`src/rtl/score_pkg.sv`:
```
// Shared definitions for the whack-a-mole score tracker: FSM encoding,
// default parameter values and the lane-index width helper.
package score_pkg;

    localparam logic [1:0] ST_IDLE    = 2'd0;
    localparam logic [1:0] ST_PLAYING = 2'd1;
    localparam logic [1:0] ST_DONE    = 2'd2;

    typedef enum logic [1:0] {
        IDLE    = ST_IDLE,
        PLAYING = ST_PLAYING,
        DONE    = ST_DONE
    } state_t;

    localparam int DEF_NUM_PLAYERS  = 2;
    localparam int DEF_SCORE_W      = 8;
    localparam int DEF_MAX_SCORE    = 200;
    localparam int DEF_STREAK_W     = 4;
    localparam int DEF_COMBO_THRESH = 3;
    localparam int DEF_COMBO_BONUS  = 1;
    localparam int DEF_MISS_PENALTY = 1;

    // Width of a lane index; never narrower than one bit.
    function automatic int lane_w(input int n);
        return (n > 1) ? $clog2(n) : 1;
    endfunction

endpackage

```
`src/rtl/score_lane.sv`:
```
// One player's score and streak registers with combo bonus, miss penalty
// and clamping to [0, MAX_SCORE].
module score_lane
    import score_pkg::*;
#(
    parameter int SCORE_W      = DEF_SCORE_W,
    parameter int MAX_SCORE    = DEF_MAX_SCORE,
    parameter int STREAK_W     = DEF_STREAK_W,
    parameter int COMBO_THRESH = DEF_COMBO_THRESH,
    parameter int COMBO_BONUS  = DEF_COMBO_BONUS,
    parameter int MISS_PENALTY = DEF_MISS_PENALTY
) (
    input  logic               clk,
    input  logic               reset,
    input  logic               clear,
    input  logic               enable,
    input  logic               hit,
    input  logic               miss,
    output logic [SCORE_W-1:0] score
);

    localparam logic signed [SCORE_W+1:0] CEIL      = (SCORE_W+2)'(MAX_SCORE);
    localparam logic signed [SCORE_W+1:0] PEN       = (SCORE_W+2)'(MISS_PENALTY);
    localparam logic signed [SCORE_W+1:0] HIT_ADD   = (SCORE_W+2)'(1);
    localparam logic signed [SCORE_W+1:0] COMBO_ADD = (SCORE_W+2)'(1 + COMBO_BONUS);
    localparam logic [STREAK_W-1:0]       STREAK_MAX = {STREAK_W{1'b1}};

    logic [STREAK_W-1:0]       streak;
    logic signed [SCORE_W+1:0] score_wide;
    logic                      combo;

    // Two guard bits: one for the carry past MAX_SCORE, one for the sign
    // when the penalty would take the score below zero.
    function automatic logic [SCORE_W-1:0] clamp(input logic signed [SCORE_W+1:0] v);
        if (v > CEIL)
            return CEIL[SCORE_W-1:0];
        else if (v < 0)
            return '0;
        else
            return v[SCORE_W-1:0];
    endfunction

    assign score_wide = $signed({2'b00, score});
    assign combo      = int'(streak) >= COMBO_THRESH;

    always_ff @(posedge clk) begin
        if (reset || clear) begin
            score  <= '0;
            streak <= '0;
        end else if (enable) begin
            if (miss) begin
                score  <= clamp(score_wide - PEN);
                streak <= '0;
            end else if (hit) begin
                score  <= clamp(score_wide + (combo ? COMBO_ADD : HIT_ADD));
                if (streak != STREAK_MAX)
                    streak <= streak + 1'b1;
            end
        end
    end

endmodule

```
`src/rtl/score_tracker.sv`:
```
// Game-level score tracker: start/play/done FSM, per-lane scoring,
// winner/tie reduction at game end and a high score kept across games.
module score_tracker
    import score_pkg::*;
#(
    parameter int NUM_PLAYERS  = DEF_NUM_PLAYERS,
    parameter int SCORE_W      = DEF_SCORE_W,
    parameter int MAX_SCORE    = DEF_MAX_SCORE,
    parameter int STREAK_W     = DEF_STREAK_W,
    parameter int COMBO_THRESH = DEF_COMBO_THRESH,
    parameter int COMBO_BONUS  = DEF_COMBO_BONUS,
    parameter int MISS_PENALTY = DEF_MISS_PENALTY,
    localparam int WIN_W       = lane_w(NUM_PLAYERS)
) (
    input  logic                           clkIn,
    input  logic                           reset,
    input  logic                           game_active,
    input  logic                           timer_expired,
    input  logic [NUM_PLAYERS-1:0]         hit,
    input  logic [NUM_PLAYERS-1:0]         miss,
    output logic [NUM_PLAYERS*SCORE_W-1:0] score,
    output logic [SCORE_W-1:0]             high_score,
    output logic                           final_valid,
    output logic [WIN_W-1:0]               winner,
    output logic                           tie,
    output logic                           new_high_score
);

    state_t state, state_nxt;
    logic   clear, enable, done_now;

    logic [SCORE_W-1:0] lane_score [NUM_PLAYERS];
    logic [SCORE_W-1:0] max_val;
    logic [WIN_W-1:0]   win_val;
    logic               tie_val;
    int                 n_max;

    for (genvar i = 0; i < NUM_PLAYERS; i++) begin : g_lane
        score_lane #(
            .SCORE_W      (SCORE_W),
            .MAX_SCORE    (MAX_SCORE),
            .STREAK_W     (STREAK_W),
            .COMBO_THRESH (COMBO_THRESH),
            .COMBO_BONUS  (COMBO_BONUS),
            .MISS_PENALTY (MISS_PENALTY)
        ) u_lane (
            .clk    (clkIn),
            .reset  (reset),
            .clear  (clear),
            .enable (enable),
            .hit    (hit[i]),
            .miss   (miss[i]),
            .score  (lane_score[i])
        );
        assign score[i*SCORE_W +: SCORE_W] = lane_score[i];
    end

    always_comb begin
        state_nxt = state;
        clear     = 1'b0;
        enable    = 1'b0;
        done_now  = 1'b0;
        case (state)
            IDLE: begin
                if (game_active && !timer_expired) begin
                    clear     = 1'b1;
                    state_nxt = PLAYING;
                end
            end
            PLAYING: begin
                // Lanes are frozen on the exit cycle, so the values reduced
                // below are already the final ones.
                if (timer_expired || !game_active) begin
                    done_now  = 1'b1;
                    state_nxt = DONE;
                end else begin
                    enable = 1'b1;
                end
            end
            DONE:    state_nxt = IDLE;
            default: state_nxt = IDLE;
        endcase
    end

    // Strict '>' keeps the lowest index on equal scores.
    always_comb begin
        max_val = '0;
        win_val = '0;
        n_max   = 0;
        for (int i = 0; i < NUM_PLAYERS; i++) begin
            if (lane_score[i] > max_val) begin
                max_val = lane_score[i];
                win_val = WIN_W'(i);
            end
        end
        for (int i = 0; i < NUM_PLAYERS; i++) begin
            if (lane_score[i] == max_val)
                n_max = n_max + 1;
        end
        tie_val = n_max > 1;
    end

    always_ff @(posedge clkIn) begin
        if (reset) begin
            state          <= IDLE;
            high_score     <= '0;
            final_valid    <= 1'b0;
            winner         <= '0;
            tie            <= 1'b0;
            new_high_score <= 1'b0;
        end else begin
            state          <= state_nxt;
            final_valid    <= done_now;
            new_high_score <= done_now && (max_val > high_score);
            if (done_now) begin
                winner <= win_val;
                tie    <= tie_val;
                if (max_val > high_score)
                    high_score <= max_val;
            end
        end
    end

endmodule

```
`config.mk`:
```
export PLATFORM = sky130hd
export DESIGN_NAME = score_tracker
export DESIGN_NICKNAME = d
export VERILOG_FILES = /design/src/rtl/score_pkg.sv /design/src/rtl/score_lane.sv /design/src/rtl/score_tracker.sv
export SDC_FILE = /design/constraint.sdc
export NUM_CORES = 1
export LEC_CHECK = 0
export BUFFER_PORTS_ARGS = -buffer_cell sky130_fd_sc_hd__buf_2
export CORE_MARGIN = 4
export CORE_UTILIZATION = 54
export DETAILED_ROUTE_END_ITERATION = 7
export PLACE_DENSITY = 0.73
export REMOVE_ABC_BUFFERS = 1
export SYNTH_ARGS = -nofsm -noshare
export SYNTH_HDL_FRONTEND = slang
export SYNTH_SLANG_ARGS = --single-unit
export TNS_END_PERCENT = 20
```
`constraint.sdc`:
```
create_clock -name clkIn -period 4.5 [get_ports clkIn]
set_input_delay 0.45 -clock clkIn [delete_from_list [all_inputs] [get_ports clkIn]]
set_output_delay 0.45 -clock clkIn [all_outputs]
set_load 0.005 [all_outputs]
```
* Yosys cells after proc, flatten, opt, wreduce, memory -nomap -nowiden *
Cells that the tools add are included.

word-level totals
  register bits after elaboration = 38
  bits in latches = 0
  bits in writable memories = 0
  memory bits (read-only) = 0
  bits of input ports = 8
  output and inout bits = 28
  word-level logic and storage cells = 89
  memories = 0

cells by class
  add/subtract/negate cells = 7
  multipliers = 0
  div/mod/pow operators = 0
  magnitude comparators = 14
  equality and inequality tests = 7
  shift-type cells = 0
  multiplexer cells = 34
  bitwise logic cells = 0
  reductions and logical operators = 17

operators with widths
  cell                     count
  $mux W8                  14
  $add A32 B2 Y32 const B  1
  $gt A32 B2 Y1 const B    1
  $mux W32                 1
  $mux W4                  6
  $gt A10 B9 Y1 const B    2
  $lt A10 B1 Y1 const B    2
  $add A8 B2 Y9            2
  $gt A9 B9 Y1 const B     2
  $lt A9 B1 Y1 const B     2
  $sub A8 B1 Y9 const B    2
  $eq A8 B8 Y1             2
  $gt A8 B8 Y1             2
  $add A4 B1 Y4 const B    2
  $ge A4 B2 Y1 const B     2
  $gt A8 B1 Y1 const B     1
  $mux W1                  8
  $mux W2                  4
  $ne A4 B4 Y1 const B     2
  $reduce_and A2 Y1        4
  $reduce_bool A2 Y1       4
  $reduce_and A3 Y1        2
  $ne A2 B2 Y1 const B     2
  $pmux W2 S2              1
  other kinds (5)          8

* Logic depth before layout (Yosys ltp) *
Gate-level depths: netlist of run 1.

  depth in word-level cells = 9
  gate-level depth with buffers = 20
  depth with buffers taken out = 18

* Hierarchy *
Synthesis of run 1 repeated with hierarchy kept, for this count alone.

unflattened totals
  cells, all modules = 474
  area total of the unflattened synthesis = 3666.0 µm²

by module, submodules not included
  module         instances  cells each  area an instance (µm²)  seq. area each (µm²)
  score_lane     2          166         1234.9                  240.2
  score_tracker  1          142         1196.1                  280.3

* Worst setup path before layout of run 1 *
No wires, ideal clock.

  path type = reg2reg
  start point = register g_lane[0].u_lane.score[1]
  end point = register high_score[1]
  setup time = 0.122 ns
  arrival = 4.381 ns
  data required time = 4.378 ns
  path slack = -0.003 ns
  stages on the path, launching flop included = 20
  buffers on the path = 3
  clock period less this slack = 4.503 ns
  cells stage by stage = dfxtp_1 inv_1 ha_1 nor3b_1 and3_1 clkbuf_1 nor2_1 ha_1 nand4_1 o21a_1 a21o_1 buf_2 mux2_2 ha_1 and4b_1 a2111oi_0 o31a_1 clkbuf_1 o21ai_0 o311a_1

between the ends
  word-level cells in the longest chain between the ends = 6

ends and longest elaborated chain
  what                                  line                  RTL
  start, declared                       score_lane.sv:19      output logic [SCORE_W-1:0] score
  start signal, assigned                score_lane.sv:52      score <= clamp(score_wide - PEN);
  start signal, assigned                score_lane.sv:55      score <= clamp(score_wide + (combo ? COMBO_ADD : HIT_ADD));
  $gt A8 B1 Y1                          score_tracker.sv:91   if (lane_score[i] > max_val) begin
  $mux W8 *                             score_tracker.sv:91
  $gt A8 B8 Y1                          score_tracker.sv:91
  $mux W8 *                             score_tracker.sv:91
  via max_val[2]                        score_tracker.sv:33   logic [SCORE_W-1:0] max_val;
  $gt A8 B8 Y1 *                        score_tracker.sv:118  if (max_val > high_score)
  $reduce_and A2 Y1 (no source line) *  --
  end signal, assigned                  score_tracker.sv:119  high_score <= max_val;
  end, declared                         score_tracker.sv:22   output logic [SCORE_W-1:0] high_score,

Mark *: on every way through the listed nets, which the timed path passes. The rest lies on a longest branch.
A chain may end at the register's enable or synchronous reset.

* Worst setup path in the final report of run 1 *
  start point = register g_lane[0].u_lane.score[0]
  end point = register high_score[6]

The elaborated chain is that of the path after synthesis.

==> out/qor.yml, run 1 <==
status: "finished clean"
slew_headroom_pct: 42.28
dp_slack_ns: 0.06138
endpoint_kind: "register"
max-cap-violations: 0
p_per_area_nw_per_um2: 171.8
cts_max_path_buffers: 2
hpwlAfterDp_mm: 7.643
grt_usage_pct: 26.99
ys_ff_latch: 38
synthTopCellsByCount: "dfxtp_1, a21oi_1, inv_1, o21ai_0"
post_drt_wl_per_cell_um: 18.47
synth_edf_count: 0
swShare_pct: 27.12
peakVddDrop_mv: 0.1337
final.min_clock_period_ns: 4.198
ant_nets: 0
dieArea_um2: 7812
r2r_end: "high_score[6]$_SDFFE_PP0P_"
post-synth-top-count-cell: "dfxtp_1"
synth_fa_ha_area_share_pct: 10.47
cts_root_buf: "clkbuf_8"
clock-sinks: 38
synth_mux_area_share_pct: 4.231
crit_top_cell: "ha_1"
grt_pass1_wl_mm: 16.64
cp-start-kind: "register"
nFillCells: 607
ff2ff_path_depth: 17
skew_ns: 0.004469
ys_warn_count: 0
slew_viol_final: 0
syn_avg_cell_area_um2: 7.737
synth_top_family_by_area: "compound AO/OA/AOI/OAI gates"
dieWidth_um: 88.39
whs_path_depth: 2
syn_area_um2: 3490
r2r-start: "g_lane[0].u_lane.score[0]$_SDFFE_PP0P_"
drc: 0
setup_viol: 0
crit_chain: "inv_1, ha_1, nor3b_2, and3_1, nor2_1, ha_1, nand4_1, o21a_1, a21oi_1, mux2i_1, ha_1, and4b_1, a2111oi_0, o31a_2, buf_12, o21ai_0, o311a_1"
netlist_top_cells_area: "dfxtp_1, ha_1, a21oi_1"
grt_max_degree: 21
synth-seq-area-share_pct: 21.80
tightestPinTransition_ns: 0.8637
drt_first_iter_violations: 345
start_util_pct: 55.27
holdBufCountCts: 0
fin_setup_tns_ns: 0
num_vias: 3667
async_reset_ff_share_pct: 0
slowest_stage: "a2111oi_0"
regToRegSetupSlack_ns: 0.30
synth.distinct_cells: 66
viasPerCell: 6.513
synth_compound_area_share_pct: 29.62
grt_pass1_vias: 3369
drt-total-wl_mm: 10.40
fin_nets: 521
drive_above_1_share_pct: 17.49
finalCritPeriodShare_pct: 93.30
crit_required_ns: 4.69
seq_power_share_pct: 50.4
synth_flop_cell: "dfxtp_1"
p_clk_share_pct: 38.6
io_buffers: 35
gr-total-overflow: 0
antenna_found_initial: 0
syn_to_final_growth_pct: 12.62
worstPathMaxFanout: 11
synth-xor-area-share_pct: 3.514
ios: 36
cts_max_level: 2
utilization_pct: 62.25
p_leak_nw: 1.596
max_stage_delay_ns: 0.43
worst_slack_ns: 0.3015
cts_buffers: 5
max_freq_ghz: 0.2382
yosysTopAreaCellShare_pct: 21.80
yosys.area_share.simple_pct: 23.34
diodes: 0
cts_tree: "done"
gp_congestion: 0.9076
comb_power_share_pct: 11.0
coreArea_um2: 6314
fin_hold_ws_ns: 0.4170
floorplan.rows: 29
holdPathEnd: "high_score[0]$_SDFFE_PP0P_"
p_switching_w: 0.0001832
hold_class: "input pin to register"
die_h_um: 88.39
worstSetupPathType: "register to register"
clkTransAtPathRegs_ns: 0.08
hold_violations: 0
hold_start: "reset"
synth_cells: 451
p_int_w: 0.0004921
synth_largest_area_cell: "dfxtp_1"
first_pass_iters: 5
clock_latency_ns: 0.30
arrival_ns: 4.39
## cell type report
class | instances | area (um^2) | share of cell area (%)
Multi-Input combinational cell | 350 | 2494 | 63.45
Sequential cell | 38 | 760.7 | 19.36
Timing Repair Buffer | 58 | 360.3 | 9.169
Inverter | 32 | 120.1 | 3.056
Tap cell | 77 | 96.34 | 2.451
Clock buffer | 6 | 82.58 | 2.101
Clock inverter | 2 | 16.27 | 0.4139
## state kept, by name, indices dropped and copies added (netlist names)
name and cells:
state 2, high_score 8, winner 1, g_lane.u_lane.streak 8
final_valid 1, g_lane.u_lane.score 16, tie 1, new_high_score 1
## how the worst max path moves through the flow
| stage | to | cells after the start | slack (ns) | startpoint |
|---|---|---|---|---|
| final | high_score[6]$_SDFFE_PP0P_ | 17 | 0.30 | g_lane[0].u_lane.score[0]$_SDFFE_PP0P_ |
| after global routing | high_score[5]$_SDFFE_PP0P_ | 17 | -0.002 | g_lane[0].u_lane.score[1]$_SDFFE_PP0P_ |
| after CTS | high_score[0]$_SDFFE_PP0P_ | 16 | 0.02 | g_lane[0].u_lane.score[0]$_SDFFE_PP0P_ |
| after detailed placement | high_score[0]$_SDFFE_PP0P_ | 16 | 0.06 | g_lane[0].u_lane.score[0]$_SDFFE_PP0P_ |
| after global placement | high_score[0]$_SDFFE_PP0P_ | 16 | 0.28 | g_lane[0].u_lane.score[0]$_SDFFE_PP0P_ |
| after floorplan | high_score[0]$_SDFFE_PP0P_ | 17 | 0.16 | g_lane[0].u_lane.score[1]$_SDFFE_PP0P_ |
## logic make-up (layout without fill, tap and decap cells)
group | count (synthesis) | count (layout)
DFF | 38 | 38
muxes | 14 | 14
buffers and inverters | 63 | 98
xor gates and xnor gates | 14 | 14
AOI/OAI and AO/OA | 148 | 148
and+or+nand+nor | 146 | 146
adders and majority gates | 28 | 28
## repair_timing
action / 4_1_cts / 5_1_grt
setup buffers: 0 / 2
setup endpoints to repair: 0 / 9
resized for setup: 0 / 3
## through the flow
stage | instance area (um^2) | cells | total power (W)
5_1_grt | 3930 | 563 | 0.0007041
3_5_place_dp | 3794 | 553 | 0.0004167
2_1_floorplan | 3364 | 420 | 0.0003907
4_1_cts | 3892 | 561 | 0.0006760
6_report | 3930 | 563 | 0.0006753
3_3_place_gp | 3794 | 553 | 0.0004155
## worst max-delay path: cells and delay by family, from the launching register on
kind | cells | cell delay [ns]
buf+inv | 2 | 0.21
simple gates | 5 | 0.90
compound gates | 6 | 1.45
flops | 1 | 0.32
mux | 1 | 0.38
fa+ha+maj | 3 | 0.83
## power groups by stage
stage,sequential (W),clock (W),combinational [W]
CTS,0.000341,0.000267,0.0000685
floorplan,0.000350,0,0.0000411
finish,0.000341,0.000261,0.0000740
global route,0.000341,0.000282,0.0000812
global placement,0.000348,0,0.0000671
detailed placement,0.000349,0,0.0000682
## cells in the final DEF (no fill, tap or decap), types with 7 or more instances in the layout
master and instances:
a21oi_1 31, a31oi_1 11, buf_2 35, buf_4 22
dfxtp_1 38, ha_1 26, inv_1 31, mux2i_1 8
nand2_1 21, nand3_1 14, nand4_1 10, nor2_1 26
nor2b_1 13, nor3_1 13, nor4_1 7, o21ai_0 27
o311a_1 7, xor2_1 8
## metal layers
| layer | vias up | routed length, um | track usage (%) |
|---|---|---|---|
| li1 | 1783 | - | - |
| met1 | 1728 | 4952 | 39.35 |
| met2 | 142 | 4568 | 41.13 |
| met3 | 14 | 679 | 3.724 |
| met4 | 0 | 200 | 8.379 |
| met5 | - | 0 | 0 |
No activity file was read; power rests on OpenSTA's default activity.
==> run 2, diff against run 1 <==
--- a/config.mk
+++ b/config.mk
@@ -5,11 +5,12 @@
 export SDC_FILE = /design/constraint.sdc
 export NUM_CORES = 1
 export LEC_CHECK = 0
-export BUFFER_PORTS_ARGS = -buffer_cell sky130_fd_sc_hd__buf_2
+export CORE_ASPECT_RATIO = 1.4
 export CORE_MARGIN = 4
-export CORE_UTILIZATION = 54
+export CORE_UTILIZATION = 59
 export DETAILED_ROUTE_END_ITERATION = 7
-export PLACE_DENSITY = 0.73
+export DONT_BUFFER_PORTS = 1
+export PLACE_DENSITY = 0.74
 export REMOVE_ABC_BUFFERS = 1
 export SYNTH_ARGS = -nofsm -noshare
 export SYNTH_HDL_FRONTEND = slang
==> run 2 against run 1 <==
  * Hold slack worse by 0.21 ns
  * Wire length fell by 4.8%
  * Sequential power about the same
  * Core utilization rose by 4.1 points
  * Sequential share of layout area up 1.1 points
  * Critical path depth down 1
  * Final area fell by 5.3%
  * Via count decreased by 3.1%
  * Critical endpoint is now high_score[0]$_SDFFE_PP0P_
  * Largest power group unchanged
  * Highest routed layer unchanged
==> out/qor.yml, run 2 (synthesized netlist as in run 1, its figures left out) <==
status: "finished clean"  # unchanged
met3WireLength_um: 581  # was 679 um
worst_slack_ns: 0.3210  # was 0.3015 ns
wl_met1_mm: 3.959  # was 4.952 mm
fin_nets: 485  # was 521
crit_top_cell: "ha_1"  # unchanged
num_vias: 3553  # was 3,667
drc: 0  # unchanged
crit_required_ns: 4.71  # was 4.69 ns
clock-sinks: 38  # unchanged
hold_violations: 0  # unchanged
reg.largest.list: "g_lane.u_lane.score (16), g_lane.u_lane.streak (8), high_score (8)"  # unchanged
cp-start-kind: "register"  # unchanged
fin_setup_tns_ns: 0  # unchanged
mostFrequentLayoutCell: "dfxtp_1"  # unchanged
utilization_pct: 66.36  # was 62.25%
slew_viol_final: 0  # unchanged
cts_setup_buffers: 0  # unchanged
dieArea_um2: 7226  # was 7812 um^2
route.met2.wl_mm: 4.935  # was 4.568 mm
cts_max_path_buffers: 2  # unchanged
endpoint_kind: "register"  # unchanged
gr-total-overflow: 0  # unchanged
cts_max_level: 2  # unchanged
drt-total-wl_mm: 9.904  # was 10.40 mm
slew_headroom_pct: 42.84  # was 42.28%
viasPerCell: 6.859  # was 6.513
arrival_ns: 4.39  # about the same
hold_class: "input pin to register"  # unchanged
worstPathMaxFanout: 8  # was 11
largest_register_ffs: 16  # unchanged
holdBufCountCts: 0  # unchanged
finalCritPeriodShare_pct: 92.87  # was 93.30%
first_pass_iters: 5  # unchanged
dp_slack_ns: -0.04355  # was 0.06138 ns
clkTransAtPathRegs_ns: 0.09  # was 0.08 ns
top_layer_used: "met4"  # unchanged
diodes: 0  # unchanged
p_per_area_nw_per_um2: 176.7  # was 171.8 nW/um^2
grt_max_degree: 21  # unchanged
drt_first_iter_violations: 239  # was 345
ant_nets: 0  # unchanged
start_util_pct: 62.25  # was 55.27%
max_freq_ghz: 0.2393  # was 0.2382 GHz
final_cell_mix: "dfxtp_1, inv_1, a21oi_1"  # was dfxtp_1, buf_2, inv_1, a21oi_1, o21ai_0
syn_to_final_growth_pct: 6.597  # was 12.62%
cts_tree: "done"  # unchanged
dieWidth_um: 73.00  # was 88.39 um
floorplan.rows: 32  # was 29
die_h_um: 99.00  # was 88.39 um
cts_buffers: 5  # unchanged
tightestPinTransition_ns: 0.8553  # was 0.8637 ns
post_drt_wl_per_cell_um: 19.12  # was 18.47 um
max_stage_delay_ns: 0.41  # was 0.43 ns
clock_latency_ns: 0.30  # about the same
crit_chain: "inv_1, ha_1, nor3b_1, and3_1, nor2_1, ha_1, nand4_1, o21a_1, a21oi_1, mux2i_1, ha_1, and4b_1, a2111oi_2, o31a_2, nor2_1, a211oi_1"  # was inv_1, ha_1, nor3b_2, and3_1, nor2_1, ha_1, nand4_1, o21a_1, a21oi_1, mux2i_1, ha_1, and4b_1, a2111oi_0, o31a_2, buf_12, o21ai_0, o311a_1
design_area_um2: 3720  # was 3930 um^2
final.min_clock_period_ns: 4.179  # was 4.198 ns
ios: 36  # unchanged
worstSetupPathType: "register to register"  # unchanged
cts_root_buf: "clkbuf_8"  # unchanged
max-cap-violations: 0  # unchanged
grt_pass1_wl_mm: 16.11  # was 16.64 mm
dpl_cell_area_um2: 3607  # was 3794 um^2
top_register: "g_lane.u_lane.score"  # unchanged
peakVddDrop_mv: 0.1402  # was 0.1337 mV
p_leak_nw: 1.397  # was 1.596 nW
gp_congestion: 0.9182  # was 0.9076
coreArea_um2: 5605  # was 6314 um^2
rsz0062_at_grt: "no"
io_buffers: 0  # was 35
antenna_found_initial: 0  # unchanged
grt_pass1_vias: 3325  # was 3,369
crit_family: "compound AO/OA/AOI/OAI gates"  # unchanged
slowest_stage: "a2111oi_2"  # was a2111oi_0
drive_above_1_share_pct: 10.67  # was 17.49%
hpwlAfterDp_mm: 7.412  # was 7.643 mm
skew_ns: 0.01165  # was 0.004469 ns
setup_viol: 0  # unchanged
crit_buf_inv: 1  # was 2
grt_usage_pct: 27.70  # was 26.99%
-- run 2: area by class of cell --
type	instances	area [um^2]
fillers	502	1886
flip-flops and latches	38	760.7
multi-input cells	351	2501
well taps	68	85.08
repair buffers	21	157.7
inverters	32	120.1
clock buffers	6	82.58
clock inverters	2	12.51
-- run 2: power breakdown --
group          internal, W  switching (W)  total (W)
sequential        0.000339     0.00000230   0.000341
combinational    0.0000215      0.0000385  0.0000600
clock             0.000123       0.000133   0.000256
total             0.000483       0.000174   0.000657
-- run 2: timing repair --
| item | CTS | global route |
|---|---|---|
| resized for setup | 1 | 3 |
| cloned | 0 | 1 |
| pin swaps | 0 | 1 |
| setup endpoints to repair | 8 | 8 |
-- run 2: worst paths after layout --
kind                                                 from                                      end  slack (ns)  cells past startpoint
setup reg to reg   g_lane[0].u_lane.score[1]$_SDFFE_PP0P_               high_score[0]$_SDFFE_PP0P_        0.32                     16
hold / removal                                      reset                      winner$_SDFFE_PP0P_        0.21                      1
hold reg to reg   g_lane[0].u_lane.streak[1]$_SDFFE_PP0P_  g_lane[0].u_lane.streak[1]$_SDFFE_PP0P_        0.49                      2
setup / recovery   g_lane[0].u_lane.score[1]$_SDFFE_PP0P_               high_score[0]$_SDFFE_PP0P_        0.32                     16
-- run 2: per-stage QoR --
stage               power [W]  hold WS, ns  std cells
floorplan           0.0003907       0.4532        420
global placement    0.0004048       0.4788        509
detailed placement  0.0004059       0.4811        509
CTS                 0.0006607       0.2001        517
global route        0.0006803       0.1990        518
finish              0.0006572       0.2066        518
-- run 2: per-layer routing --
layer	GRT usage [%]	vias up
li1	-	1718
met1	33.89	1669
met2	45.35	130
met3	4.694	36
met4	14.49	0
met5	0	-
